### src/rtl/spi_slave_rx.sv
// spi_slave_rx: SPI mode-0 target that receives MSB-first bytes. MISO returns
// a byte that is loaded when chip select falls. The SPI pins are oversampled
// in the clk domain. Every completed byte is reported with a one-cycle valid
// pulse and is folded into a running XOR/popcount checksum.
//
// Optional build macro: SPI_SLAVE_ABORT_CNT_EN adds an abort_count output and
// an aborted output.
//
// Ports:
//   clk, rst     system clock; synchronous, active-high reset
//   sclk_in      SPI clock from the master (asynchronous)
//   cs_n_in      SPI chip select, active low (asynchronous)
//   mosi_in      SPI data from the master (asynchronous)
//   tx_data      byte returned on miso; captured when cs_n falling is seen
//   miso_out     SPI data to the master (registered; 0 when idle)
//   rx_data      last completed received byte
//   rx_valid     one-cycle pulse; rx_data is new this cycle
//   busy         high while in RECV or DONE
//   result       running checksum: ^= byte ^ popcount(byte)
//   abort_count  (macro only) saturating count of aborted frames
//   aborted      (macro only) one-cycle pulse while in ABORT
//
// state | meaning
// IDLE  | waiting for chip select to fall; miso held at 0
// RECV  | shifting bits on synchronized sclk edges
// DONE  | one cycle: byte reported, checksum updated
// ABORT | one cycle: frame ended mid-byte, partial byte dropped

module spi_slave_rx #(
  parameter int SYNC_STAGES = 2
) (
  input  logic        clk,
  input  logic        rst,
  input  logic        sclk_in,
  input  logic        cs_n_in,
  input  logic        mosi_in,
  input  logic [7:0]  tx_data,
  output logic        miso_out,
  output logic [7:0]  rx_data,
  output logic        rx_valid,
  output logic        busy,
  output logic [31:0] result
`ifdef SPI_SLAVE_ABORT_CNT_EN
  ,
  output logic [7:0]  abort_count,
  output logic        aborted
`endif
);

  typedef enum logic [1:0] {
    IDLE  = 2'd0,
    RECV  = 2'd1,
    DONE  = 2'd2,
    ABORT = 2'd3
  } state_t;

  logic [SYNC_STAGES-1:0] sclk_sync_q, cs_sync_q, mosi_sync_q;
  logic sclk_d1_q, cs_d1_q;
  logic sclk_s, cs_n_s, mosi_s;
  logic sclk_rise, sclk_fall, cs_fall, cs_rise;

  state_t      state_q, state_d;
  logic [2:0]  bit_cnt_q, bit_cnt_d;
  logic [7:0]  shift_q, shift_d;
  logic [7:0]  tx_shift_q, tx_shift_d;
  logic        miso_q, miso_d;
  logic [7:0]  rx_data_q, rx_data_d;
  logic        rx_valid_q, rx_valid_d;
  logic [31:0] result_q, result_d;
  logic [3:0]  pop;
  logic        last_bit;

  // Chip select idles high, so its chain resets to 1.
  always_ff @(posedge clk) begin
    if (rst) begin
      sclk_sync_q <= '0;
      cs_sync_q   <= '1;
      mosi_sync_q <= '0;
      sclk_d1_q   <= 1'b0;
      cs_d1_q     <= 1'b1;
    end else begin
      sclk_sync_q <= {sclk_sync_q[SYNC_STAGES-2:0], sclk_in};
      cs_sync_q   <= {cs_sync_q[SYNC_STAGES-2:0], cs_n_in};
      mosi_sync_q <= {mosi_sync_q[SYNC_STAGES-2:0], mosi_in};
      sclk_d1_q   <= sclk_s;
      cs_d1_q     <= cs_n_s;
    end
  end

  assign sclk_s    = sclk_sync_q[SYNC_STAGES-1];
  assign cs_n_s    = cs_sync_q[SYNC_STAGES-1];
  assign mosi_s    = mosi_sync_q[SYNC_STAGES-1];
  assign sclk_rise = sclk_s & ~sclk_d1_q;
  assign sclk_fall = ~sclk_s & sclk_d1_q;
  assign cs_fall   = ~cs_n_s & cs_d1_q;
  assign cs_rise   = cs_n_s & ~cs_d1_q;

  // The 8th rising edge wins over a simultaneous chip-select release.
  assign last_bit = sclk_rise && (bit_cnt_q == 3'd7);

  always_comb begin
    pop = '0;
    for (int i = 0; i < 8; i++) pop = pop + {3'd0, rx_data_q[i]};
  end

  always_ff @(posedge clk) begin
    if (rst) begin
      state_q    <= IDLE;
      bit_cnt_q  <= '0;
      shift_q    <= '0;
      tx_shift_q <= '0;
      miso_q     <= 1'b0;
      rx_data_q  <= '0;
      rx_valid_q <= 1'b0;
      result_q   <= '0;
    end else begin
      state_q    <= state_d;
      bit_cnt_q  <= bit_cnt_d;
      shift_q    <= shift_d;
      tx_shift_q <= tx_shift_d;
      miso_q     <= miso_d;
      rx_data_q  <= rx_data_d;
      rx_valid_q <= rx_valid_d;
      result_q   <= result_d;
    end
  end

  always_comb begin
    state_d    = state_q;
    bit_cnt_d  = bit_cnt_q;
    shift_d    = shift_q;
    tx_shift_d = tx_shift_q;
    miso_d     = miso_q;
    rx_data_d  = rx_data_q;
    rx_valid_d = 1'b0;
    result_d   = result_q;
    case (state_q)
      IDLE: begin
        miso_d = 1'b0;
        if (cs_fall) begin
          state_d    = RECV;
          bit_cnt_d  = '0;
          shift_d    = '0;
          tx_shift_d = tx_data;
          miso_d     = tx_data[7];
        end
      end
      RECV: begin
        if (sclk_fall) begin
          tx_shift_d = {tx_shift_q[6:0], 1'b0};
          miso_d     = tx_shift_q[6];
        end
        if (sclk_rise) begin
          shift_d   = {shift_q[6:0], mosi_s};
          bit_cnt_d = bit_cnt_q + 3'd1;
        end
        if (last_bit) begin
          // rx_valid is registered so it coincides with the DONE cycle.
          state_d    = DONE;
          rx_valid_d = 1'b1;
          rx_data_d  = {shift_q[6:0], mosi_s};
        end else if (cs_rise) begin
          state_d = ABORT;
          miso_d  = 1'b0;
        end
      end
      DONE: begin
        result_d = result_q ^ {24'd0, rx_data_q} ^ {28'd0, pop};
        if (!cs_n_s) begin
          state_d   = RECV;
          bit_cnt_d = '0;
        end else begin
          state_d = IDLE;
          miso_d  = 1'b0;
        end
      end
      ABORT: begin
        state_d = IDLE;
        miso_d  = 1'b0;
      end
      default: state_d = IDLE;
    endcase
  end

  assign miso_out = miso_q;
  assign rx_data  = rx_data_q;
  assign rx_valid = rx_valid_q;
  assign busy     = (state_q == RECV) || (state_q == DONE);
  assign result   = result_q;

`ifdef SPI_SLAVE_ABORT_CNT_EN
  logic [7:0] abort_cnt_q;

  always_ff @(posedge clk) begin
    if (rst) abort_cnt_q <= '0;
    else if (state_q == ABORT && abort_cnt_q != 8'hFF) abort_cnt_q <= abort_cnt_q + 8'd1;
  end

  assign abort_count = abort_cnt_q;
  assign aborted     = (state_q == ABORT);
`endif

endmodule

### config.mk
export PLATFORM = sky130hd
export DESIGN_NAME = spi_slave_rx
export DESIGN_NICKNAME = d
export VERILOG_FILES = /design/src/rtl/spi_slave_rx.sv
export SDC_FILE = /design/constraint.sdc
export NUM_CORES = 1
export LEC_CHECK = 0
export BUFFER_PORTS_ARGS = -buffer_cell sky130_fd_sc_hd__buf_2
export CORE_MARGIN = 2
export CORE_UTILIZATION = 53
export DETAILED_ROUTE_END_ITERATION = 8
export PLACE_DENSITY = 0.79
export SYNTH_ARGS = -nofsm -noshare
export SYNTH_HDL_FRONTEND = slang
export SYNTH_SLANG_ARGS = --single-unit
### constraint.sdc
create_clock -name clk -period 3.34 [get_ports clk]
set_input_delay 0.668 -clock clk [delete_from_list [all_inputs] [get_ports clk]]
set_output_delay 0.668 -clock clk [all_outputs]
set_load 0.05 [all_outputs]
Word-level counts from Yosys, hierarchy flattened:

Index checks and enable logic that the tools add are counted.

* add/subtract/negate cells: 8
* eq/ne operators: 10
* mux-type cells: 22
* bitwise gates (word level): 11
* reduce and logical (&&, ||, !) cells: 11

Operators by type and width (count)
* XOR 32 x 4 -> 32 bit: 1
* XOR 32 x 8 -> 32 bit: 1
* two-way mux 7 bit: 4
* case mux 7 bit (2 select lines): 2
* adder 4 x 1 -> 4 bit: 4
* inequality test 2 bit (second input constant): 5
* two-way mux 3 bit: 3
* case mux 3 bit (3 select lines): 1
* case mux 2 bit (4 select lines): 1
* two-way mux 1 bit: 7
* two-way mux 2 bit: 3
* AND reduction 3 bit: 2
* NOT 1 bit: 5
* adder 3 x 1 -> 4 bit: 1
* bitwise AND 1 bit: 4
* equality test 2 bit (second input constant): 2
* case mux 1 bit (4 select lines): 1
* AND reduction 2 bit: 2
* AND reduction 4 bit: 1
* adder 2 x 1 -> 3 bit: 1
* adder 3 x 1 -> 3 bit (second input constant): 1
* equality test 3 bit (second input constant): 1
* inequality test 3 bit (second input constant): 1
* nonzero test 3 bit: 1
* 7 further kinds: 7

* register bits: 69
* bits of input ports: 13
* output and inout bits: 43

Longest topological paths before layout:

Gate-level depths: netlist of the first run.

* word-level depth: 8
* depth in mapped cells: 12
* mapped depth without buffers: 12

Least setup slack after synthesis of the first run:

No wires, ideal clock.

* path type: register to register
* start: register rx_data_q[3] (netlist: rx_data[3])
* end: register result_q[1] (netlist: result[1])
* setup time: 0.128 ns
* data arrival time: 3.279 ns
* data required time: 3.212 ns
* slack: -0.067 ns
* cell stages (with the launch flop): 13
* period minus slack after synthesis: 3.407 ns
* cell sequence: dfxtp_1 -> fa_1 -> inv_1 -> fa_1 -> fa_1 -> inv_1 -> ha_1 -> inv_1 -> fa_1 -> xnor2_1 -> nand2_1 -> xor2_1 -> nor2_1

* cells in the longest elaborated chain, start to end: 6

RTL lines
* start, declared: RTL line 67 `logic [7:0] rx_data_q, rx_data_d;`
* start signal, assigned: RTL line 122 `rx_data_q <= rx_data_d;`
* adder 3 x 1 -> 4 bit: RTL line 103 `for (int i = 0; i < 8; i++) pop = pop + {3'd0, rx_data_q[i]};`
* adder 4 x 1 -> 4 bit (4 in series): RTL line 103
* XOR 32 x 4 -> 32 bit: RTL line 168 `result_d = result_q ^ {24'd0, rx_data_q} ^ {28'd0, pop};`
* end signal, assigned: RTL line 124 `result_q <= result_d;`
* end, declared: RTL line 69 `logic [31:0] result_q, result_d;`

No other way between the ends.
A chain may end at the register's enable or synchronous reset.

Worst setup path in the final report of the first run:

* start: register rx_data_q[0] (netlist: rx_data[0])
* end: register result_q[1] (netlist: result[1])

* cells in the longest elaborated chain, start to end: 8

RTL lines (RTL line)
* adder 1 x 1 -> 2 bit: 103
* adder 2 x 1 -> 3 bit: 103
* adder 3 x 1 -> 4 bit: 103
* adder 4 x 1 -> 4 bit (4 in series): 103
* XOR 32 x 4 -> 32 bit: 168

No other way between the ends.

==> qor.yml, run 1 <==
gp_congestion: 0.8156
synth_common_cells: "dfxtp_1 (45), nand2_1 (32), buf_4 (26)"
drt-initial-drc-count: 85
die_w_um: 71.34
cts_htree_levels: 2
synth_area_um2: 2404
yosys_warnings: 0
final_cells: 349
critPathKind: "reg2reg"
outcome: "finished clean"
yosysSeqAreaShare_pct: 37.48
regArea_um2: 903.4
ir_drop_mv: 0.3728
clk_path_buf_depth: 2
tritoncts: "done"
dp_hpwl_mm: 3.017
r2r-start: "rx_data[0]"
synth_flop_cell: "dfxtp_1"
fmax_mhz: 319.1
synth_top_cells_by_area: "dfxtp_1 (37%), buf_4 (8.1%), ha_1 (5.2%)"
ys_ff_latch: 45
clock_latency_ns: 0.30
synth_area_per_cell_um2: 8.869
initial_utilization_pct: 55.20
dr.pass1.iters: 4
synth_top_cell_area_share_pct: 37.48
grt_util_all_layers_pct: 18.29
post-route-drc-count: 0
cts_hold_buf: 0
critPathRequiredTime_ns: 3.53
critPathLaunchType: "flip-flop"
cp-end-kind: "flip-flop"
dp_cells: 341
wire_per_inst_um: 12.19
vias: 1811
pin_count: 56
cts.sinks: 45
pre_cts_ws_ns: 0.2136
cts_made_buffers: 5
hold_slack_ns: 0.4154
dieArea_um2: 5089
hp-class: "reg2reg"
async_reset_ff_share_pct: 0
maxSlewHeadroom_pct: 57.31
synth_edf_count: 0
grt_pass1_wl_mm: 7.417
routed_wl_mm: 4.254
leakagePower_nw: 1.095
rows: 24
final_util_pct: 59.68
power_density_nw_per_um2: 613.2
die_y_um: 71.34
drtAntennaViolNets: 0
fill_cells: 389
netlist_instances: 271
arrival_ns: 3.32
cts_setup_buffers: 0
fin_crit_ns: 3.134
worstMarginPinSlew_ns: 0.6403
drive_gt1_share_pct: 17.17
grt_max_degree: 46
fin_tns_setup_ns: 0
grt_pass1_vias: 1656
clk_pin_slew_ns: 0.08
gr-total-overflow: 0
antenna_found_initial: 0
multi_input_area_um2: 1291
area_growth_syn_to_layout_pct: 8.121
cp_max_fo: 4
yosys.cell_count.top_type: "dfxtp_1"
coreArea_um2: 4354
nNetsFinal: 323
diodes: 0
portBuffers: 31
startpoint: "rx_data[0]"
slew_viol_final: 0
synth_largest_area_cell: "dfxtp_1"
synthDistinctLibCells: 45
setup_violations: 0
worst_slack_ns: 0.2059
clockRootBuffer: "clkbuf_8"
viasPerCell: 5.189
post-route-period-util_pct: 93.83
post_cts_resized: 0
hold_viol: 0
rsz0062_at_grt: "no"
maxCapViolCount: 0
fin_skew_ns: 0.01112
min-delay-start: "cs_sync_q[0]"
[worst paths after layout]
path                       end  cells after the start  slack [ns]
setup reg to reg     result[1]                     12        0.21
hold reg to reg   cs_sync_q[1]                      1        0.42
setup / recovery     result[1]                     12        0.21
hold / removal    cs_sync_q[1]                      1        0.42
[through the flow]
step	power [W]	area, um2
after floorplan	0.001118	2492
after global placement	0.001171	2482
after global routing	0.001697	2599
after detailed placement	0.001186	2482
after CTS	0.001613	2599
final	0.001594	2599
[cells in the final DEF, fill, tap and decap left out, drive strengths merged, types with 2 or more instances in the layout]
cell type,Yosys,routed
nand4b,4,4
nand4,2,2
a21oi,25,25
nor4,2,2
o41ai,7,7
xor2,8,8
or2,3,3
dfxtp,45,45
nor3,3,3
nor2b,12,12
conb,1,24
nor2,14,14
clkbuf,7,7
fa,4,4
a21bo,3,3
nor4b,2,2
mux2i,6,6
buf,31,33
inv,14,14
a211oi,6,6
ha,10,10
nand2b,7,7
o21ai,7,7
nand2,32,32
[critical path, cell delays in order (launching register included)]
cell and delay (ns):
dfxtp_1 0.37, fa_1 0.54, inv_1 0.05, fa_1 0.45, fa_1 0.48, inv_1 0.04, ha_1 0.19, inv_1 0.07
fa_1 0.42, xnor2_1 0.14, nand2_1 0.08, xor2_1 0.16, nor2_1 0.05
[state kept, by name, summed over array words and instances (netlist names), 3 cells and up]
signal and count:
tx_shift_q 7, rx_data 8, result 8, bit_cnt_q 3, shift_q 7
[final cells by class]
| cell class | instances | share of cell area, % |
|---|---|---|
| timing repair buffer | 33 | 6.548 |
| multi-input combinational | 197 | 49.69 |
| sequential | 45 | 34.76 |
| inverter | 14 | 2.022 |
| tap | 52 | 2.504 |
| clock buffer | 7 | 3.322 |
| clock inverter | 1 | 1.156 |
[power by group]
part           internal, W  leakage, nW  switching, W
registers         0.000587        0.367     0.0000338
clock network     0.000244       0.0585      0.000178
logic             0.000165        0.669      0.000385
[per-layer routing]
| layer | routed length, um | part of all wire, % | track usage, % | up-vias |
|---|---|---|---|---|
| met2 | 1983 | 47 | 30.35 | 52 |
| met1 | 1981 | 47 | 22.79 | 828 |
| li1 | - | - | - | 925 |
| met4 | 55 | 1.3 | 6.499 | 0 |
| met3 | 234 | 5.5 | 5.204 | 6 |
| met5 | 0 | 0 | 0 | - |
[logic make-up after synthesis]
logic type	after synthesis	share of synthesized area (%)
muxes	6	2.499
xor gates and xnor gates	10	4.217
AOI/OAI and AO/OA	56	15.25
buffers and inverters	52	12.39
other	1	0.1560
and+or+nand+nor	87	19.47
DFF	45	37.48
adders and majority gates	14	8.537
No activity file was read; power rests on OpenSTA's default activity.
==> run 2, diff against run 1 <==
Settings changed: MAX_ROUTING_LAYER set to met4.
==> qor.yml, run 2 (synthesis gave the netlist of run 1 again) <==
outcome: "finished clean"
crit_chain: "fa_1 -> inv_1 -> fa_1 -> fa_1 -> inv_1 -> ha_1 -> inv_1 -> fa_1 -> xnor2_1 -> nand2_1 -> xor2_1 -> nor2_1"
drive_gt1_share_pct: 17.17  # unchanged
cts_htree_levels: 2  # unchanged
critPathMostFrequentCell: "fa_1"
cts.sinks: 45  # unchanged
p_sw_w: 0.0005962  # -0.14%
hold_viol: 0  # unchanged
min_to: "cs_sync_q[1]"
fill_cells: 389  # unchanged
r2r_end: "result[1]"
cts_setup_buffers: 0  # unchanged
grt_util_all_layers_pct: 18.85  # +0.55 points
critPathRequiredTime_ns: 3.53  # about the same
p_seq_share_pct: 39.0  # about the same
drtAntennaViolNets: 0  # unchanged
path_buf_inv: 3  # unchanged
holdPathStages: 1  # unchanged
post-route-drc-count: 0  # unchanged
multi_input_area_um2: 1291  # unchanged
fin_skew_ns: 0.01101  # -0.0001084 ns
grt_max_degree: 46  # unchanged
coreArea_um2: 4354  # unchanged
critPathKind: "reg2reg"
grt_pass1_wl_mm: 7.410  # about the same
die_w_um: 71.34  # unchanged
gp_congestion: 0.8278  # +1.5%
startpoint: "rx_data[0]"
drt-initial-drc-count: 81  # -4.7%
final_common_cell: "dfxtp_1"
pin_count: 56  # unchanged
final_cells: 349  # unchanged
internal_power_w: 0.0009966  # about the same
combPwrFrac_pct: 34.5  # about the same
swShare_pct: 37.43  # about the same
cp-end-kind: "flip-flop"
dp_cells: 341  # unchanged
maxSlewHeadroom_pct: 57.32  # about the same
power_density_nw_per_um2: 612.9  # about the same
ir_drop_mv: 0.3728  # about the same
area_growth_syn_to_layout_pct: 8.121  # unchanged
r2r_cells: 12  # unchanged
maxCapViolCount: 0  # unchanged
clk_path_buf_depth: 2  # unchanged
cts_made_buffers: 5  # unchanged
dieArea_um2: 5089  # unchanged
routed_wl_mm: 4.262  # +0.19%
fin_crit_ns: 3.135  # +0.0008130 ns
cts_hold_buf: 0  # unchanged
r2r-start: "rx_data[0]"
clockRootBuffer: "clkbuf_8"
rsz0062_at_grt: "no"
hold_slack_ns: 0.4155  # +0.00004700 ns
post-route-period-util_pct: 93.86  # about the same
initial_utilization_pct: 55.20  # unchanged
critPathLaunchType: "flip-flop"
gr-total-overflow: 0  # unchanged
min-delay-start: "cs_sync_q[0]"
die_y_um: 71.34  # unchanged
diodes: 0  # unchanged
dp_hpwl_mm: 3.017  # unchanged
fmax_mhz: 319.0  # about the same
post_cts_resized: 0  # unchanged
cp_max_fo: 4  # unchanged
clock_latency_ns: 0.30  # about the same
final_cell_mix: "dfxtp_1 (43), nand2_1 (32), buf_2 (31)"
vias: 1808  # -0.17%
tritoncts: "done"
hp-class: "reg2reg"
place_area_um2: 2482  # unchanged
fin_tns_setup_ns: 0  # unchanged
worst-r2r-setup-slack_ns: 0.21  # about the same
clkPwrFrac_pct: 26.5  # about the same
cp_top_family: "adder cells"
antenna_found_initial: 0  # unchanged
arrival_ns: 3.32  # about the same
setup_violations: 0  # unchanged
clk_pin_slew_ns: 0.08  # about the same
portBuffers: 31  # unchanged
worstMarginPinSlew_ns: 0.6401  # -0.0001470 ns
slowest_delay_ns: 0.54  # about the same
critical-path-slowest-cell: "fa_1"
nNetsFinal: 323  # unchanged
wire_per_inst_um: 12.21  # +0.19%
dr.pass1.iters: 4  # unchanged
leakagePower_nw: 1.095  # unchanged
grt_pass1_vias: 1657  # +0.060%
regArea_um2: 903.4  # unchanged
viasPerCell: 5.181  # -0.17%
slew_viol_final: 0  # unchanged
rows: 24  # unchanged
stdcell_area_um2: 2599  # unchanged
-- run 2: cell counts in the layout (fill, tap and decap cells not counted) --
No cell type changed its count.
-- run 2: metrics by stage --
step                setup slack [ns]  utilization (%)  total power, W
floorplan                   0.001889                -        0.001118
global placement              0.2696            57.01        0.001171
detailed placement            0.2136            57.01        0.001186
CTS                           0.1947            59.68        0.001613
global route                 0.01147            59.68        0.001697
finish                        0.2051            59.68        0.001593
-- run 2: worst max path at each step --
stage / to / slack, ns / depth (start not counted)
after floorplan: result[1] / 0.002 / 12
after detailed placement: result[1] / 0.21 / 12
final: result[1] / 0.21 / 12
after global routing: result[1] / 0.01 / 12
after global placement: result[1] / 0.27 / 12
after CTS: result[1] / 0.19 / 12
-- run 2: final cells by class --
type                            count  area share [%]
Sequential cell                    45           34.76
Clock inverter                      1           1.156
Inverter                           14           2.022
Clock buffer                        7           3.322
Timing Repair Buffer               33           6.548
Multi-Input combinational cell    197           49.69
Tap cell                           52           2.504
-- run 2: worst register-to-register path: cells and delay by family, from the launching register on --
| family | cells | cell delay (ns) |
|---|---|---|
| xor gates and xnor gates | 2 | 0.30 |
| adders and majority gates | 5 | 2.09 |
| buffers and inverters | 3 | 0.16 |
| DFF | 1 | 0.37 |
| and+or+nand+nor | 2 | 0.13 |
-- run 2: power by group through the flow --
stage	Combinational (W)	Clock, W	Sequential, W
final	0.000550	0.000422	0.000621
after global routing	0.000610	0.000459	0.000628
after CTS	0.000553	0.000439	0.000622
after detailed placement	0.000552	0	0.000634
after global placement	0.000540	0	0.000632
after floorplan	0.000477	0	0.000641
-- run 2: per-layer routing --
layer	part of all wire [%]	GRT usage (%)	up-vias
met3	5.3	5.204	4
met4	0.82	6.499	0
met2	48	30.35	52
met1	46	22.79	827
met5	0	-	-
li1	-	-	925
==> run 3, diff against run 2 <==
Settings changed: CORE_UTILIZATION 53 to 48, PLACE_DENSITY 0.79 to 0.75.
Clock period 3.34 ns to 2.8 ns, I/O delays scaled along.
==> qor.yml, run 3 (synthesis gave the netlist of run 1 again) <==
hold_slack_ns: 0.4130  # -0.002458 ns
violations: "negative setup slack"
cts_htree_levels: 2  # unchanged
outcome: "complete, but fails checks"
clock_latency_ns: 0.29  # about the same
arrival_ns: 3.28  # -0.04 ns
post-route-period-util_pct: 111.3  # +17 points
area_growth_syn_to_layout_pct: 11.30
power_density_nw_per_um2: 676.9  # +10%
wire_per_inst_um: 11.59  # -5.1%
nNetsFinal: 330  # +2.2%
post-route-drc-count: 0  # unchanged
grt_max_degree: 37  # -20%
coreArea_um2: 4786  # +9.9%
cts_made_buffers: 5  # unchanged
viasPerCell: 4.949  # -4.5%
routed_wl_mm: 4.300  # +0.89%
diodes: 0  # unchanged
grt_pass1_vias: 1635  # -1.3%
fin_skew_ns: 0.01097  # -0.00003670 ns
m1WireLength_mm: 2.055  # +4.2%
drtAntennaViolNets: 0  # unchanged
critPathLaunchType: "flip-flop"
dieArea_um2: 5590  # +9.8%
clk_pin_slew_ns: 0.08  # about the same
pre_cts_ws_ns: -0.3591  # -0.5728 ns
dp_cells: 362  # +6.2%
clk_path_buf_depth: 2  # unchanged
cp_max_fo: 2  # -2
critical-path-slowest-cell: "fa_1"
r2r_end: "result[1]"
worst_slack_ns: -0.3159  # -0.5211 ns
leakagePower_nw: 1.117  # +2.1%
critPathMostFrequentCell: "fa_1"
tritoncts: "done"
highest_layer: "met4"
drive_gt1_share_pct: 20.72  # +3.6 points
hp-class: "reg2reg"
path_buf_inv: 3  # unchanged
r2r-start: "rx_data[0]"
cp_top_family: "adder cells"
grt_util_all_layers_pct: 17.29  # -1.6 points
worstMarginPinSlew_ns: 0.5969  # -0.04328 ns
worst-r2r-setup-slack_ns: -0.32  # -0.52 ns
final_common_cell: "dfxtp_1"
cts_hold_buf: 0  # unchanged
min_to: "cs_sync_q[1]"
pin_count: 56  # unchanged
dr.pass1.iters: 5  # +1
fin_crit_ns: 3.116  # -0.01895 ns
grt_pass1_wl_mm: 7.272  # -1.9%
final_cell_mix: "dfxtp_1 (42), nand2_1 (32), buf_2 (31)"
r2r_cells: 12  # unchanged
critPathRequiredTime_ns: 2.97  # -0.56 ns
ir_drop_mv: 0.4905  # +32%
fin_tns_setup_ns: -0.7354  # -0.7354 ns
maxSlewHeadroom_pct: 60.21  # +2.9 points
maxCapViolCount: 0  # unchanged
hold_viol: 0  # unchanged
rsz0062_at_grt: "yes"
min-delay-start: "cs_sync_q[0]"
wl_met3_um: 203  # -10%
gp_congestion: 0.8146  # -1.6%
fmax_mhz: 320.9  # +0.61%
slowest_delay_ns: 0.53  # about the same
cts.sinks: 45  # unchanged
die_y_um: 74.77  # +4.8%
critPathKind: "reg2reg"
vias: 1836  # +1.5%
initial_utilization_pct: 50.22  # -5.0 points
gr-total-overflow: 0  # unchanged
rows: 25  # +4.2%
setup_violations: 3  # +3
cp-end-kind: "flip-flop"
die_w_um: 74.77  # +4.8%
holdPathStages: 1  # unchanged
slew_viol_final: 0  # unchanged
route.met2.wl_mm: 1.961  # -3.3%
antenna_found_initial: 0  # unchanged
drt-initial-drc-count: 79  # -2.5%
crit_chain: "fa_1 -> inv_1 -> fa_1 -> fa_1 -> inv_2 -> ha_4 -> inv_2 -> fa_1 -> xnor2_1 -> nand2_1 -> xor2_1 -> nor2_1"
dp_hpwl_mm: 3.022  # +0.16%
final_cells: 371  # +6.3%
clockRootBuffer: "clkbuf_8"
portBuffers: 31  # unchanged
-- run 3: repair_timing --
| item | in CTS | in global routing |
|---|---|---|
| setup buffers | 1 | 0 |
| setup endpoints to repair | 4 | 4 |
| pin swaps | 4 | 2 |
| gates resized for setup | 5 | 0 |
| cloned | 0 | 0 |
-- run 3: worst max path at each step --
stage,from,endpoint,slack [ns],cells after the start
after global placement,rx_data[0],result[1],-0.26,12
after CTS,rx_data[0],result[1],-0.33,12
after floorplan,rx_data[0],result[1],-0.28,12
after global routing,rx_data[0],result[1],-0.44,12
final,rx_data[0],result[1],-0.32,12
after detailed placement,rx_data[0],result[1],-0.36,12
-- run 3: final cells by class --
| type | count | area [um2] |
|---|---|---|
| Tap cell | 67 | 83.83 |
| Sequential cell | 45 | 912.1 |
| Timing Repair Buffer | 40 | 222.7 |
| Inverter | 14 | 52.55 |
| Multi-Input combinational cell | 197 | 1314 |
| Clock buffer | 8 | 90.09 |
| Fill cell | 460 | 2111 |
-- run 3: power breakdown --
group / internal (W) / leakage [nW] / switching (W) / total [W]
combinational: 0.000205 / 0.703 / 0.000461 / 0.000666
sequential: 0.000698 / 0.368 / 0.0000433 / 0.000741
clock: 0.000201 / 0.0455 / 0.000203 / 0.000404
total: 0.00110 / 1.12 / 0.000707 / 0.00181
-- run 3: worst reg2reg max path, stage by stage, from the launching register on --
cell and delay [ns]:
dfxtp_4 0.35, fa_1 0.53, inv_1 0.05, fa_1 0.49, fa_1 0.42, inv_2 0.08
ha_4 0.13, inv_2 0.03, fa_1 0.49, xnor2_1 0.11, nand2_1 0.07, xor2_1 0.16
nor2_1 0.05
-- run 3: routing by layer --
metal | track usage [%] | vias to the layer above
met5 | - | -
met4 | 6.548 | 0
met3 | 3.748 | 9
met2 | 26.75 | 54
met1 | 22.21 | 837
li1 | - | 936
-- run 3: through the flow --
step / utilization (%) / power (W) / area [um2]
2_1_floorplan: - / 0.001332 / 2504
3_5_place_dp: 53.44 / 0.001416 / 2557
6_report: 55.90 / 0.001811 / 2675
4_1_cts: 55.90 / 0.001818 / 2675
5_1_grt: 55.90 / 0.001924 / 2675
3_3_place_gp: 53.44 / 0.001404 / 2557
